File: src/rtl/sc_spi_pkg.sv
// Shared types and constants for the SPI multi-word transfer sequencer.
// Holds the FSM encoding plus default buffer depth and data width.
package sc_spi_pkg;

    localparam int DEF_DEPTH = 8;
    localparam int DEF_AW    = 3;
    localparam int DW        = 32;

    typedef enum logic [1:0] {
        ST_IDLE = 2'd0,
        ST_ARM  = 2'd1,
        ST_WAIT = 2'd2,
        ST_NEXT = 2'd3
    } state_t;

endpackage

File: src/rtl/sc_spi_sfifo.sv
// Synchronous first-word-fall-through FIFO used for the TX and RX buffers.
// Pushes when full and pops when empty are silently dropped.
module sc_spi_sfifo
    import sc_spi_pkg::*;
#(
    parameter int DEPTH = DEF_DEPTH,
    parameter int AW    = DEF_AW,
    parameter int W     = DW
) (
    input  logic          i_clk,
    input  logic          i_rst,
    input  logic          i_push,
    input  logic [W-1:0]  i_wdata,
    input  logic          i_pop,
    output logic [W-1:0]  o_rdata,
    output logic          o_empty,
    output logic [AW:0]   o_level
);

    localparam logic [AW:0] LP_DEPTH = (AW+1)'(DEPTH);

    logic [W-1:0]  r_mem [DEPTH];
    logic [AW-1:0] r_wptr;
    logic [AW-1:0] r_rptr;
    logic [AW:0]   r_level;
    logic          w_full;
    logic          w_push;
    logic          w_pop;

    assign w_full  = (r_level == LP_DEPTH);
    assign o_empty = (r_level == '0);
    assign w_push  = i_push & ~w_full;
    assign w_pop   = i_pop & ~o_empty;
    assign o_level = r_level;
    assign o_rdata = o_empty ? '0 : r_mem[r_rptr];

    always_ff @(posedge i_clk) begin
        if (w_push) begin
            r_mem[r_wptr] <= i_wdata;
        end
    end

    always_ff @(posedge i_clk) begin
        if (i_rst) begin
            r_wptr  <= '0;
            r_rptr  <= '0;
            r_level <= '0;
        end else begin
            if (w_push) begin
                r_wptr <= r_wptr + 1'b1;
            end
            if (w_pop) begin
                r_rptr <= r_rptr + 1'b1;
            end
            case ({w_push, w_pop})
                2'b10:   r_level <= r_level + 1'b1;
                2'b01:   r_level <= r_level - 1'b1;
                default: r_level <= r_level;
            endcase
        end
    end

endmodule

File: src/rtl/sc_spi_xfer_seq.sv
// Burst sequencer in front of the SPI engine: feeds TX words one at a time,
// keeps CS asserted between words and collects replies into the RX buffer.
module sc_spi_xfer_seq
    import sc_spi_pkg::*;
#(
    parameter int DEPTH = DEF_DEPTH,
    parameter int AW    = DEF_AW
) (
    input  logic          SYSCLK,
    input  logic          SYSRST,
    input  logic [31:0]   WDATA,
    input  logic          WVALID,
    output logic          WREADY,
    output logic [31:0]   RDATA,
    output logic          RVALID,
    input  logic          RREADY,
    input  logic [AW:0]   NWORDS,
    input  logic          KEEPCS,
    input  logic          GO,
    output logic [AW:0]   TXLEVEL,
    output logic [AW:0]   RXLEVEL,
    output logic          BUSY,
    output logic          DONE,
    output logic          ERR,
    output logic          TXSTART,
    output logic          CSEXTEND,
    output logic [31:0]   TXDATA,
    input  logic          SPIBUSY,
    input  logic          SPICOMPLETE,
    input  logic [31:0]   RXDATA
);

    localparam logic [AW:0] LP_DEPTH = (AW+1)'(DEPTH);
    localparam logic [AW:0] LP_ONE   = (AW+1)'(1);

    state_t        r_state;
    state_t        w_state_nx;
    logic [AW:0]   r_rem;
    logic [AW:0]   w_rem_nx;
    logic          r_kc;
    logic          w_kc_nx;
    logic [31:0]   r_txdata;
    logic [31:0]   w_txdata_nx;
    logic          r_csext;
    logic          w_csext_nx;
    logic          r_txstart;
    logic          w_txstart_nx;
    logic          r_done;
    logic          w_done_nx;
    logic          r_err;
    logic          w_err_nx;

    logic          w_tx_pop;
    logic          w_rx_push;
    logic [31:0]   w_tx_head;
    logic          w_tx_empty;
    logic          w_rx_empty;
    logic          w_go_ok;

    sc_spi_sfifo #(.DEPTH(DEPTH), .AW(AW), .W(DW)) u_txf (
        .i_clk   (SYSCLK),
        .i_rst   (SYSRST),
        .i_push  (WVALID),
        .i_wdata (WDATA),
        .i_pop   (w_tx_pop),
        .o_rdata (w_tx_head),
        .o_empty (w_tx_empty),
        .o_level (TXLEVEL)
    );

    sc_spi_sfifo #(.DEPTH(DEPTH), .AW(AW), .W(DW)) u_rxf (
        .i_clk   (SYSCLK),
        .i_rst   (SYSRST),
        .i_push  (w_rx_push),
        .i_wdata (RXDATA),
        .i_pop   (RREADY),
        .o_rdata (RDATA),
        .o_empty (w_rx_empty),
        .o_level (RXLEVEL)
    );

    // RX room for the whole burst is reserved up front
    assign w_go_ok = (NWORDS != '0) && (NWORDS <= LP_DEPTH) &&
                     (TXLEVEL >= NWORDS) &&
                     ((LP_DEPTH - RXLEVEL) >= NWORDS);

    always_comb begin
        w_state_nx   = r_state;
        w_rem_nx     = r_rem;
        w_kc_nx      = r_kc;
        w_txdata_nx  = r_txdata;
        w_csext_nx   = r_csext;
        w_txstart_nx = 1'b0;
        w_done_nx    = 1'b0;
        w_err_nx     = 1'b0;
        w_tx_pop     = 1'b0;
        w_rx_push    = 1'b0;
        unique case (r_state)
            ST_IDLE: begin
                if (GO) begin
                    if (w_go_ok) begin
                        w_rem_nx   = NWORDS;
                        w_kc_nx    = KEEPCS;
                        w_state_nx = ST_ARM;
                    end else begin
                        w_err_nx = 1'b1;
                    end
                end
            end
            ST_ARM: begin
                if (!SPIBUSY && !w_tx_empty) begin
                    w_tx_pop     = 1'b1;
                    w_txdata_nx  = w_tx_head;
                    w_csext_nx   = (r_rem > LP_ONE) | r_kc;
                    w_txstart_nx = 1'b1;
                    w_state_nx   = ST_WAIT;
                end
            end
            ST_WAIT: begin
                // a completion coincident with our start is from a stale word
                if (SPICOMPLETE && !r_txstart) begin
                    w_rx_push  = 1'b1;
                    w_rem_nx   = r_rem - LP_ONE;
                    w_state_nx = ST_NEXT;
                end
            end
            ST_NEXT: begin
                if (r_rem == '0) begin
                    w_done_nx  = 1'b1;
                    w_csext_nx = 1'b0;
                    w_state_nx = ST_IDLE;
                end else begin
                    w_state_nx = ST_ARM;
                end
            end
            default: w_state_nx = ST_IDLE;
        endcase
    end

    always_ff @(posedge SYSCLK) begin
        if (SYSRST) begin
            r_state   <= ST_IDLE;
            r_rem     <= '0;
            r_kc      <= 1'b0;
            r_txdata  <= '0;
            r_csext   <= 1'b0;
            r_txstart <= 1'b0;
            r_done    <= 1'b0;
            r_err     <= 1'b0;
        end else begin
            r_state   <= w_state_nx;
            r_rem     <= w_rem_nx;
            r_kc      <= w_kc_nx;
            r_txdata  <= w_txdata_nx;
            r_csext   <= w_csext_nx;
            r_txstart <= w_txstart_nx;
            r_done    <= w_done_nx;
            r_err     <= w_err_nx;
        end
    end

    assign WREADY   = (TXLEVEL != LP_DEPTH);
    assign RVALID   = ~w_rx_empty;
    assign BUSY     = (r_state != ST_IDLE);
    assign DONE     = r_done;
    assign ERR      = r_err;
    assign TXSTART  = r_txstart;
    assign CSEXTEND = r_csext;
    assign TXDATA   = r_txdata;

endmodule

File: config.mk
export PLATFORM = sky130hd
export DESIGN_NAME = sc_spi_xfer_seq
export DESIGN_NICKNAME = d
export VERILOG_FILES = /design/src/rtl/sc_spi_pkg.sv /design/src/rtl/sc_spi_sfifo.sv /design/src/rtl/sc_spi_xfer_seq.sv
export SDC_FILE = /design/constraint.sdc
export NUM_CORES = 1
export LEC_CHECK = 0
export ABC_AREA = 1
export BUFFER_PORTS_ARGS = -buffer_cell sky130_fd_sc_hd__buf_2
export CAP_MARGIN = 20
export CORE_ASPECT_RATIO = 1.2
export CORE_MARGIN = 3
export CORE_UTILIZATION = 60
export CTS_CLUSTER_SIZE = 25
export DETAILED_ROUTE_END_ITERATION = 12
export PLACE_DENSITY = 0.79
export SLEW_MARGIN = 20
export SYNTH_ARGS = -nofsm -noshare
export SYNTH_HDL_FRONTEND = slang
export SYNTH_SLANG_ARGS = --single-unit
export TNS_END_PERCENT = 5
File: constraint.sdc
create_clock -name SYSCLK -period 5.1 [get_ports SYSCLK]
set_input_delay 0.765 -clock SYSCLK [delete_from_list [all_inputs] [get_ports SYSCLK]]
set_output_delay 0.765 -clock SYSCLK [all_outputs]
set_load 0.005 [all_outputs]
==> results, run 1 <==
- The run finished with clean final reports.
- The first detailed-routing pass ran for 5 iterations.
- The class of the most critical hold timing path is input port to flip-flop.
- The upper clock frequency limit is 253.5 MHz.
- The maximum net fanout on the critical path is 76.
- Summing all multi-input logic gate instances after layout gives 0.005543 sq mm.
- At the pin with the least slew margin, the transition time is 1.123 ns.
- The number of setup buffers added after CTS is 0.
- The fraction of the cycle the final worst path needs is 0.7734.
- After synthesis the cells add up to 0.02299 sq mm.
- The global-route wire length before repair is 76.89 mm.
- The routed design has 50.00 mm of wire.
- In this run the power density over the cells is 459.4 mW/mm^2.
- The met3 track demand over resource is 0.04472.
- The number of global-route vias before repair is 14,720.
- The total grt overflow is 0.
- CTS saw 578 sinks.
- The fraction of synthesis flops using an asynchronous set or reset pin is 0.
- Counting every net in the synthesized netlist gives 1,900.
- The layer with the highest usage is met2.
- The count of nets left with antenna violations once routing finished came out at 0.
- Of the total power, registers draw 0.457.
- For this run, global-route usage on met1 was measured as 0.3013.
- The number of different library cells used by synthesis comes to 37.
- The number of pins exceeding their max-slew limit in the final report is 0.
- Detailed routing inserted a total of 14,850 vias.
- The number of instances resized during post-cts repair is 0.
- The switching power as a share of total power is 0.2853.
- The switching power is 3.397 mW.
- In the final timing run, aggregate negative setup slack is 0 ns.
- The minimum hold slack is 0.4268 ns.
- The layout overhead on the synthesized area is 12.73%.
- The die is 220.4 um tall.
- Setup violations remaining at the end of the flow were counted as 0.
- The area of the core is 0.03728 sq mm.
- Yosys printed 0 warnings.
- The library cell with the highest instance count after synthesis is edfxtp_1.
- The worst setup path is of the flip-flop to primary output kind.
- The floorplan has 77 rows.
- The number of I/O pins is 155.
- The mean area per synthesized cell is 12.79 sq um.
- Summing all flip-flop and latch instances after layout gives 0.01671 sq mm.
- Ranked by instance count, the synthesized netlist is headed by edfxtp_1 (512), nor2_1 (412), o21ai_0 (214).
- The share of total power dissipated in combinational logic is 0.207.
- The initial core utilization is 0.6166.
- The biggest area contributor in the post-synthesis netlist is edfxtp_1.
- The level count of the clock H-tree is 2.
- After clock tree synthesis, the clock-pin slew on the worst setup and hold paths is 0.06 ns.
- The initial antenna violation count came to 11.
- Clock tree synthesis inserted a total of 53 buffers.
- The vias per cell is 6.066.
- For the final database, setup skew stands at 0.03612 ns.
- The clock root buffer master is clkbuf_16.
- The detailed router's first-iteration violation count is 1,420.
- The number of maximum-capacitance constraint violations is 0.
- Internal power comes to 8.509 mW.
- At the worst endpoint, the required time is 4.34 ns.
- By area the synthesized netlist is led by edfxtp_1 (67%), nor2_1 (6.7%), dfxtp_1 (5.7%).
- The number of fill cells is 2,411.
- The floorplan step set the die width to 184.7 um.
- After clock tree synthesis, the flow added hold-fix buffers numbering 0.
- The number of flops mapped to enable cells by yosys is 512.
- Counting tap cells, the placed design contains a total of 2,339 instances.
- Input and output buffers added on the ports amount to 154.
- The pin count of the biggest net entering global routing is 112.
- The register area share after synthesis is 0.7263.
- The leakage power is 9.085 nW.
- The sort of element at the end of the critical path is a primary output.
- TritonCTS built the clock tree.
- The final critical path time including I/O delays and setup is 3.945 ns.
- At the end of the flow, the number of nets in the layout was 2,025.
- The finished layout holds 2,448 standard cells, fillers aside.
- The final weighted congestion of routability-driven global placement is 0.8301.
- The worst-case IR drop observed on VDD is 302.4 uV.
- The synthesized design contains 578 register bits.
- The clock passes through at most 3 buffers.
- The worst pin sits at a relative slew slack of 0.2513.
- The die covers 0.04071 sq mm.
- The share of total power dissipated in the clock network is 0.336.
- Across every metal layer, demand over resource in global routing totals 0.2418.
- Setup repair after global routing left no endpoint under its margin.
- The flip-flop cell with the highest count after synthesis is edfxtp_1.
- The number of endpoints with negative hold slack in the final report is 0.
- The cell count after synthesis is 1,797.
- For this run, design rule violations remaining after detail routing come to 0.
- In the final layout, the share of cells above drive strength 1 is 0.1596.
- The insertion delay of the later-clocked pin in the worst-skew pair is 0.60 ns.
- For met2 alone, demand over resource in global routing was 0.4197.
- Of the post-synthesis cell area, the dominant cell type holds 0.6688.
- Dividing the detail-routed wire length by the instance count gives 20.42 um.
- The critical path startpoint category is a flip-flop.
- At the worst endpoint, the arrival time is 3.18 ns.
- The wire-length estimate of the detail-placed layout is 26.96 mm.
-- worst paths after layout --
path	end	start	depth (start not counted)	slack, ns
setup / recovery	RDATA[25]	flip-flop	7	1.16
hold / removal	u_txf.r_mem[0][3]	WDATA[3]	1	0.43
setup reg to reg	u_rxf.r_mem[0][20]	r_state[0]	8	2.16
hold reg to reg	u_rxf.r_rptr[2]	u_rxf.r_rptr[2]	2	0.47
-- layout by cell type, fill, tap and decap left out, types with 8 or more instances in the layout --
master,Yosys,routed
a21oi_1,61,61
dfxtp_1,66,61
buf_2,30,154
o32ai_1,54,54
edfxtp_1,512,512
nand2_1,56,56
o21ai_0,214,214
clkbuf_1,51,12
nor2_2,10,10
ha_1,26,26
buf_4,12,27
o221ai_1,32,32
clkinv_2,0,11
clkinv_1,1,11
nor2_4,0,14
inv_1,51,51
o22ai_1,33,33
o32ai_2,10,10
nand3_1,18,18
clkbuf_16,0,53
nor2_1,412,398
nand4_1,8,8
o21ai_1,94,94
-- state kept, by name, summed over array words and instances (netlist names), 2 cells and up, named ones only --
name,count
u_rxf.r_rptr,3
r_state,2
u_rxf.r_wptr,3
u_txf.r_mem,256
u_txf.r_wptr,3
u_rxf.r_mem,256
r_rem,4
u_txf.o_level,4
u_rxf.o_level,4
u_txf.r_rptr,3
TXDATA,32
-- metal layers --
metal / routed length [um] / share of wire
met1: 19350 / 0.39
met5: 62 / 0.0012
met2: 25330 / 0.51
met4: 1577 / 0.032
met3: 3677 / 0.074
-- per-stage QoR --
| step | cell area (sq um) | total power, mW | worst slack (ns) | utilization |
|---|---|---|---|---|
| after floorplan | 22990 | 7.239 | 1.273 | - |
| after detailed placement | 24060 | 7.953 | 1.782 | 0.6453 |
| after global placement | 24040 | 7.853 | 1.924 | 0.6448 |
| after CTS | 25850 | 11.93 | 1.151 | 0.6933 |
| final | 25910 | 11.91 | 1.155 | 0.6951 |
| after global routing | 25910 | 12.46 | 0.8767 | 0.6949 |
-- cells by family (layout without fill, tap and decap cells) --
kind of cell               count (synthesis)  count (layout)  synth area share
other                                      0               7                 0
and+or+nand+nor                          511             511           0.08785
xor gates and xnor gates                   6               6          0.002286
DFF                                      578             578            0.7263
buffers and inverters                    172             342           0.03766
AOI/OAI and AO/OA                        503             503            0.1309
adders and majority gates                 27              27           0.01502
-- critical path, stage by stage, from the launching register on --
cell	delay, ns
dfxtp_4	0.42
clkinv_2	0.54
buf_4	0.74
nor2_1	0.08
o32ai_1	0.30
o21ai_1	0.11
nor2_1	0.20
buf_2	0.15
-- power by group through the flow --
| stage | sequential, mW | clock [mW] | combinational (mW) |
|---|---|---|---|
| final | 5.44 | 4.00 | 2.46 |
| after global routing | 5.46 | 4.25 | 2.75 |
| after CTS | 5.51 | 4.06 | 2.36 |
| after detailed placement | 5.61 | 0 | 2.35 |
| after global placement | 5.60 | 0 | 2.26 |
| after floorplan | 5.47 | 0 | 1.77 |
-- final cells by class --
cell class,instances,share of cell area
clock inverters,33,0.01506
repair buffers,184,0.04017
multi-input cells,1047,0.2139
diodes,7,0.0006759
clock buffers,67,0.05398
well taps,474,0.02289
flip-flops and latches,578,0.6448
inverters,58,0.008546
Note: power is estimated with default switching activity, not from simulation.
==> run 2: changes to the inputs <==
- CORE_UTILIZATION: 60 -> 54
- PLACE_DENSITY: 0.79 -> 0.75
- clock period: 5.1 -> 3.45 ns (I/O delays scaled with it)
==> results, run 2 (same netlist as run 1, synthesis figures left out) <==
- The flow ran to the end, and the final reports show no timing, DRC or antenna violations.
- The total grt overflow is 0 (unchanged).
- The number of pins exceeding their max-slew limit in the final report was 0 (unchanged).
- The TritonCTS clock tree is yes.
- The number of placement rows is 82 (+6.5%).
- The initial core utilization is 0.5492 (-0.06740).
- The leakage power came to 9.121 nW (+0.39%).
- The commonest non-fill, non-tap cell in the layout is edfxtp_1.
- The final weighted congestion of routability-driven global placement is 0.8251 (-0.60%).
- The class of the most critical hold timing path is input port to flip-flop.
- The power density of the placed cells was 677.9 mW/mm^2 (+48%).
- The level count of the clock H-tree came to 2 (unchanged).
- Setup repair after global routing left no endpoint under its margin.
- The final setup skew was 0.02028 ns (-0.01584 ns).
- The number of cells in the design after placement was 2,416 (+3.3%).
- The global-route wire length before repair is 77.14 mm (+0.32%).
- The total setup violations reported at the end of the flow is 0 (unchanged).
- The number of I/O pins came to 155 (unchanged).
- The number of nets in the layout is 2,028 (+0.15%).
- The tree is rooted in a clkbuf_16.
- The number of instances resized during post-cts repair is 0 (unchanged).
- The detailed-routing iteration count for the pre-antenna-repair pass is 5 (unchanged).
- The number of buffers added on ports is 154 (unchanged).
- The clock transition at the registers of the reported paths is 0.06 ns (about the same).
- The count of antenna-violating nets left after detailed routing is 0 (unchanged).
- The post-layout total power came to 17.67 mW (+48%).
- The maximum net fanout on the critical path is 49 (-36%).
- The detailed router's first-iteration violation count was 1,061 (-25%).
- The largest vdd supply drop is 493.0 uV (+63%).
- The number of global-route vias before repair is 14,560 (-1.1%).
- The number of buffers inserted by hold repair at cts was 0 (unchanged).
- The worst path required time is 2.93 ns (-1.41 ns).
- The die span in y was 232.0 um (+5.3%).
- The insertion delay of the later-clocked pin in the worst-skew pair was 0.58 ns (-0.02 ns).
- The post-detailed-placement half-perimeter wirelength is 26.98 mm (about the same).
- The post-route setup TNS is 0 ns (unchanged).
- The vias per cell is 5.832 (-3.9%).
- The critical path startpoint category is a flip-flop.
- The non-filler instance count after layout is 2,519 (+2.9%).
- The sort of element at the end of the critical path is a primary output.
- The worst-margin pin slew is 1.036 ns (-0.08747 ns).
- The post-route DRC violation count came to 0 (unchanged).
- The pin count of the biggest net entering global routing is 103 (-8.0%).
- In the layout the commonest cells are edfxtp_1 (512), nor2_1 (398), o21ai_0 (214).
- The wire length reported by the detailed router came to 49.58 mm (-0.84%).
- The start-to-end type of the worst setup path is flip-flop to primary output.
- The area of the core is 0.04186 sq mm (+12%).
- The post-CTS repair timing setup buffer count is 0 (unchanged).
- The number of buffers added by the clock tree synthesis step is 53 (unchanged).
- The layout overhead on the synthesized area is 13.37%.
- The number of maximum-capacitance constraint violations came to 0 (unchanged).
- The area of the die is 0.04509 sq mm (+11%).
- The global-route total usage across every layer is 0.2141 (-0.02772).
- The worst max-slew margin expressed relative to the limit is 0.3096 (+0.05832).
- The data arrival time at the worst-slack endpoint is 2.62 ns (-0.56 ns).
- The number of endpoints with negative hold slack in the final report is 0 (unchanged).
- The average wire per cell in the routed design came to 19.68 um (-3.6%).
- The fraction of final layout cells sized beyond drive strength 1 came to 0.1624 (+0.002803).
- The die width is 194.4 um (+5.2%).
- The initial antenna violation count came to 7 (-4).
- The number of clock sinks came to 578 (unchanged).
- The fraction of the cycle the final worst path needs is 0.9104.
- The maximum buffer depth of the clock tree came to 3 (unchanged).
- For the finished layout, the period the worst path requires is 3.141 ns.
- The via count of the routed design is 14,690 (-1.1%).
- Derived from the worst setup path, the maximum achievable clock frequency is 318.4 MHz.
## run 2: cell types whose count changed in the layout (fill, tap and decap cells not counted), moves of 2 or more
cell       before  now
diode_2         7    3
buf_12          2    5
clkbuf_8        2    4
clkinv_1       11    9
clkinv_16       2    0
clkinv_2       11    9
## run 2: stage by stage
step | area (sq um) | setup WS, ns | utilization | hold WS [ns]
after detailed placement | 24240 | 0.9008 | 0.5792 | 0.4590
after floorplan | 22990 | 0.3354 | - | 0.4334
final | 26060 | 0.3090 | 0.6226 | 0.2003
after global routing | 26060 | 0.1595 | 0.6225 | 0.1888
after CTS | 26060 | 0.2970 | 0.6224 | 0.1738
after global placement | 24240 | 0.9132 | 0.5792 | 0.4571
## run 2: path summary, 6_finish.rpt
kind              startpoint            endpoint  depth (start not counted)  slack (ns)
max                flip-flop            RDATA[0]                          6        0.31
min reg2reg  u_rxf.r_rptr[2]     u_rxf.r_rptr[2]                          2        0.46
min               RXDATA[13]  u_rxf.r_mem[6][13]                          1        0.20
max reg2reg       r_state[0]    u_rxf.o_level[3]                         13        0.88
## run 2: report_power, final
part           switching, mW  leakage, nW  internal, mW
Clock                   2.46        0.879          3.53
Combinational           2.27         3.08          1.32
Sequential             0.247         5.17          7.85
Total                   4.97         9.12          12.7
## run 2: worst max-delay path, cell delays in order (launching register included)
cell and delay (ns):
dfxtp_4 0.62, buf_4 0.52, nor2_1 0.13, o32ai_1 0.33, o21ai_0 0.12, nor2_1 0.18, buf_2 0.14
## run 2: area by class of cell
class	instances	area, sq um
Sequential cell	578	16710
Clock inverter	32	387.9
Tap cell	546	683.2
Clock buffer	68	1423
Antenna cell	3	7.507
Fill cell	3080	15800
Inverter	58	221.5
Timing Repair Buffer	187	1081
Multi-Input combinational cell	1047	5549
## run 2: per-layer routing
metal / part of all wire / GRT usage / vias to the layer above
met2: 0.51 / 0.3731 / 538
met5: 0.0013 / 0 / -
met4: 0.024 / 0.07789 / 10
met1: 0.40 / 0.2689 / 7161
li1: - / - / 6869
met3: 0.072 / 0.04165 / 112
==> run 3: changes to the inputs <==
- SETUP_SLACK_MARGIN: unset -> 0.5
==> results, run 3 (same netlist as run 1, synthesis figures left out) <==
- The post-detailed-placement half-perimeter wirelength was 26.98 mm (unchanged).
- The area of the core is 0.04186 sq mm (unchanged).
- The level count of the clock H-tree is 2 (unchanged).
- The highest signal layer in the routed design is met5.
- The critical path startpoint category is a flip-flop.
- Setup repair after global routing could not meet its margin everywhere.
- The number of pins exceeding their max-slew limit in the final report is 0 (unchanged).
- The number of nets in the layout is 2,030 (+0.099%).
- The total grt overflow is 0 (unchanged).
- The number of buffers added on ports is 154 (unchanged).
- The share of power burned in combinational logic is 0.211 (+0.008).
- The number of maximum-capacitance constraint violations is 0 (unchanged).
- The detailed router's first-iteration violation count is 1,124 (+5.9%).
- The switching power is 5.014 mW (+0.86%).
- The maximum buffer depth of the clock tree is 3 (unchanged).
- The fraction of final layout cells sized beyond drive strength 1 is 0.1633 (+0.0008495).
- The maximum cell stage delay along the critical path is 0.55 ns (-0.07 ns).
- The class of the most critical hold timing path is input port to flip-flop.
- The die width came to 194.4 um (unchanged).
- The detailed-routing iteration count for the pre-antenna-repair pass is 5 (unchanged).
- The post-route DRC violation count is 0 (unchanged).
- The via count of the routed design is 14,740 (+0.31%).
- The leakage power is 9.146 nW (+0.28%).
- Leaving out fill and tap cells, the most frequent cells in the layout are edfxtp_1 (512), nor2_1 (398), o21ai_0 (214).
- The most numerous cell type found on the critical path is nor2_1.
- The insertion delay of the later-clocked pin in the worst-skew pair is 0.58 ns (about the same).
- The count of antenna-violating nets left after detailed routing is 0 (unchanged).
- The number of global-route vias before repair is 14,550 (-0.021%).
- The global-route wire length before repair came to 77.17 mm (about the same).
- Traced cell by cell, the critical path runs through buf_6 > nor2_1 > o32ai_1 > o21ai_1 > nor2_1 > buf_2.
- The initial antenna violation count came to 7 (unchanged).
- The average wire per cell in the routed design is 19.85 um (+0.85%).
- The fraction of the cycle the final worst path needs is 0.8313 (-0.07911).
- The data arrival time at the worst-slack endpoint is 2.35 ns (-0.27 ns).
- The number of I/O pins was 155 (unchanged).
- The final setup skew was 0.01984 ns (-0.0004408 ns).
- The part of the power in the clock network is 0.336 (-0.003).
- The library cell used most frequently in the layout, excluding fill and tap cells, is edfxtp_1.
- The area of the die is 0.04509 sq mm (unchanged).
- The layout overhead on the synthesized area is 13.67%.
- The number of clock sinks came to 578 (unchanged).
- The total setup violations reported at the end of the flow was 0 (unchanged).
- The vias per cell is 5.843 (+0.19%).
- The share of power burned in registers is 0.452 (-0.006).
- The number of endpoints with negative hold slack in the final report came to 0 (unchanged).
- The post-route setup TNS was 0 ns (unchanged).
- The worst setup path is captured at a primary output.
- The power density of the placed cells was 680.6 mW/mm^2 (+0.41%).
- The worst-margin pin slew was 1.026 ns (-0.009963 ns).
- The run finished with clean final reports.
- The clock transition at the registers of the reported paths was 0.07 ns (about the same).
- The die span in y is 232.0 um (unchanged).
- The clock root buffer master is clkbuf_16.
- The global-route total usage across every layer is 0.2142 (about the same).
- The number of placement rows is 82 (unchanged).
- The worst max-slew margin expressed relative to the limit was 0.3162 (+0.006642).
- The upper clock frequency limit is 348.7 MHz (+9.5%).
- The switching power as a share of total power is 0.2819 (+0.0005270).
- The cell internal power dissipation was 12.77 mW (+0.60%).
- The routed wire length on met2 is 25.47 mm (+1.4%).
- The number of buffers added by the clock tree synthesis step is 53 (unchanged).
- The post-layout total power is 17.79 mW (+0.67%).
- The initial core utilization was 0.5492 (unchanged).
- The largest vdd supply drop came to 494.7 uV (+0.34%).
- The worst path required time is 2.93 ns (about the same).
- The maximum net fanout on the critical path is 45 (-8.2%).
- The final weighted congestion of routability-driven global placement is 0.8251 (unchanged).
- The number of cells on the worst hold path came to 1 (unchanged).
- The critical path is of the flip-flop to primary output type.
- TritonCTS built the clock tree.
- The wire length on met3 is 3.624 mm (+1.3%).
- The cell with the largest stage delay on the worst path is dfxtp_4.
- The cell count of the worst reg-to-reg path was 13 (unchanged).
- The met1 routed wirelength after detailed routing is 19.66 mm (unchanged).
- The number of buffers inserted by hold repair at cts is 0 (unchanged).
- The wire length reported by the detailed router is 50.06 mm (+0.97%).
- The pin count of the biggest net entering global routing is 103 (unchanged).
- The final critical path time including I/O delays and setup was 2.868 ns (-0.2729 ns).
run 3: what timing repair did:
item                       4_1_cts  5_1_grt
gates resized for setup          5        5
setup endpoints to repair       24       29
hold endpoints to repair         0        0
buffers inserted                 0        2
run 3: cell type report:
cell class / instances / area [sq um]
clock buffer: 68 / 1423
multi-input combinational: 1047 / 5549
timing repair buffer: 189 / 1147
antenna: 4 / 10.01
tap: 546 / 683.2
fill: 3069 / 15730
sequential: 578 / 16710
clock inverter: 32 / 387.9
inverter: 58 / 221.5
run 3: worst paths after layout:
| check | from | endpoint | slack [ns] |
|---|---|---|---|
| max | flip-flop | RDATA[3] | 0.58 |
| min | WDATA[1] | u_txf.r_mem[3][1] | 0.20 |
| max reg2reg | r_state[0] | u_rxf.o_level[3] | 0.88 |
| min reg2reg | u_rxf.r_rptr[2] | u_rxf.r_rptr[2] | 0.46 |
run 3: routing by layer:
| layer | vias up | track usage |
|---|---|---|
| met5 | - | 0 |
| met4 | 10 | 0.07789 |
| met3 | 118 | 0.04165 |
| met2 | 539 | 0.3735 |
| met1 | 7189 | 0.2687 |
| li1 | 6880 | - |
run 3: worst max-delay path, delay by kind of cell (launching register included):
family / cells / cell delay (ns)
AOI/OAI and AO/OA: 2 / 0.35
buffers and inverters: 2 / 0.53
DFF: 1 / 0.55
and+or+nand+nor: 2 / 0.33
run 3: power groups by stage:
| stage | sequential (mW) | clock (mW) | combinational, mW |
|---|---|---|---|
| after floorplan | 8.09 | 0 | 2.61 |
| after global placement | 8.23 | 0 | 3.46 |
| after detailed placement | 8.24 | 0 | 3.57 |
| after CTS | 8.09 | 6.07 | 3.61 |
| after global routing | 8.07 | 6.36 | 4.19 |
| final | 8.05 | 5.98 | 3.76 |
run 3: stage by stage:
stage                     instance area [sq um]  hold WS (ns)  utilization  std cells  worst slack [ns]
after global placement                    24240        0.4571       0.5792       2416            0.9132
after CTS                                 26070        0.1738       0.6229       2516            0.4767
final                                     26130        0.1968       0.6243       2522            0.5819
after global routing                      26120        0.1888       0.6241       2519            0.4623
after detailed placement                  24240        0.4590       0.5792       2416            0.9008
after floorplan                           22990        0.4334            -       1797            0.3354
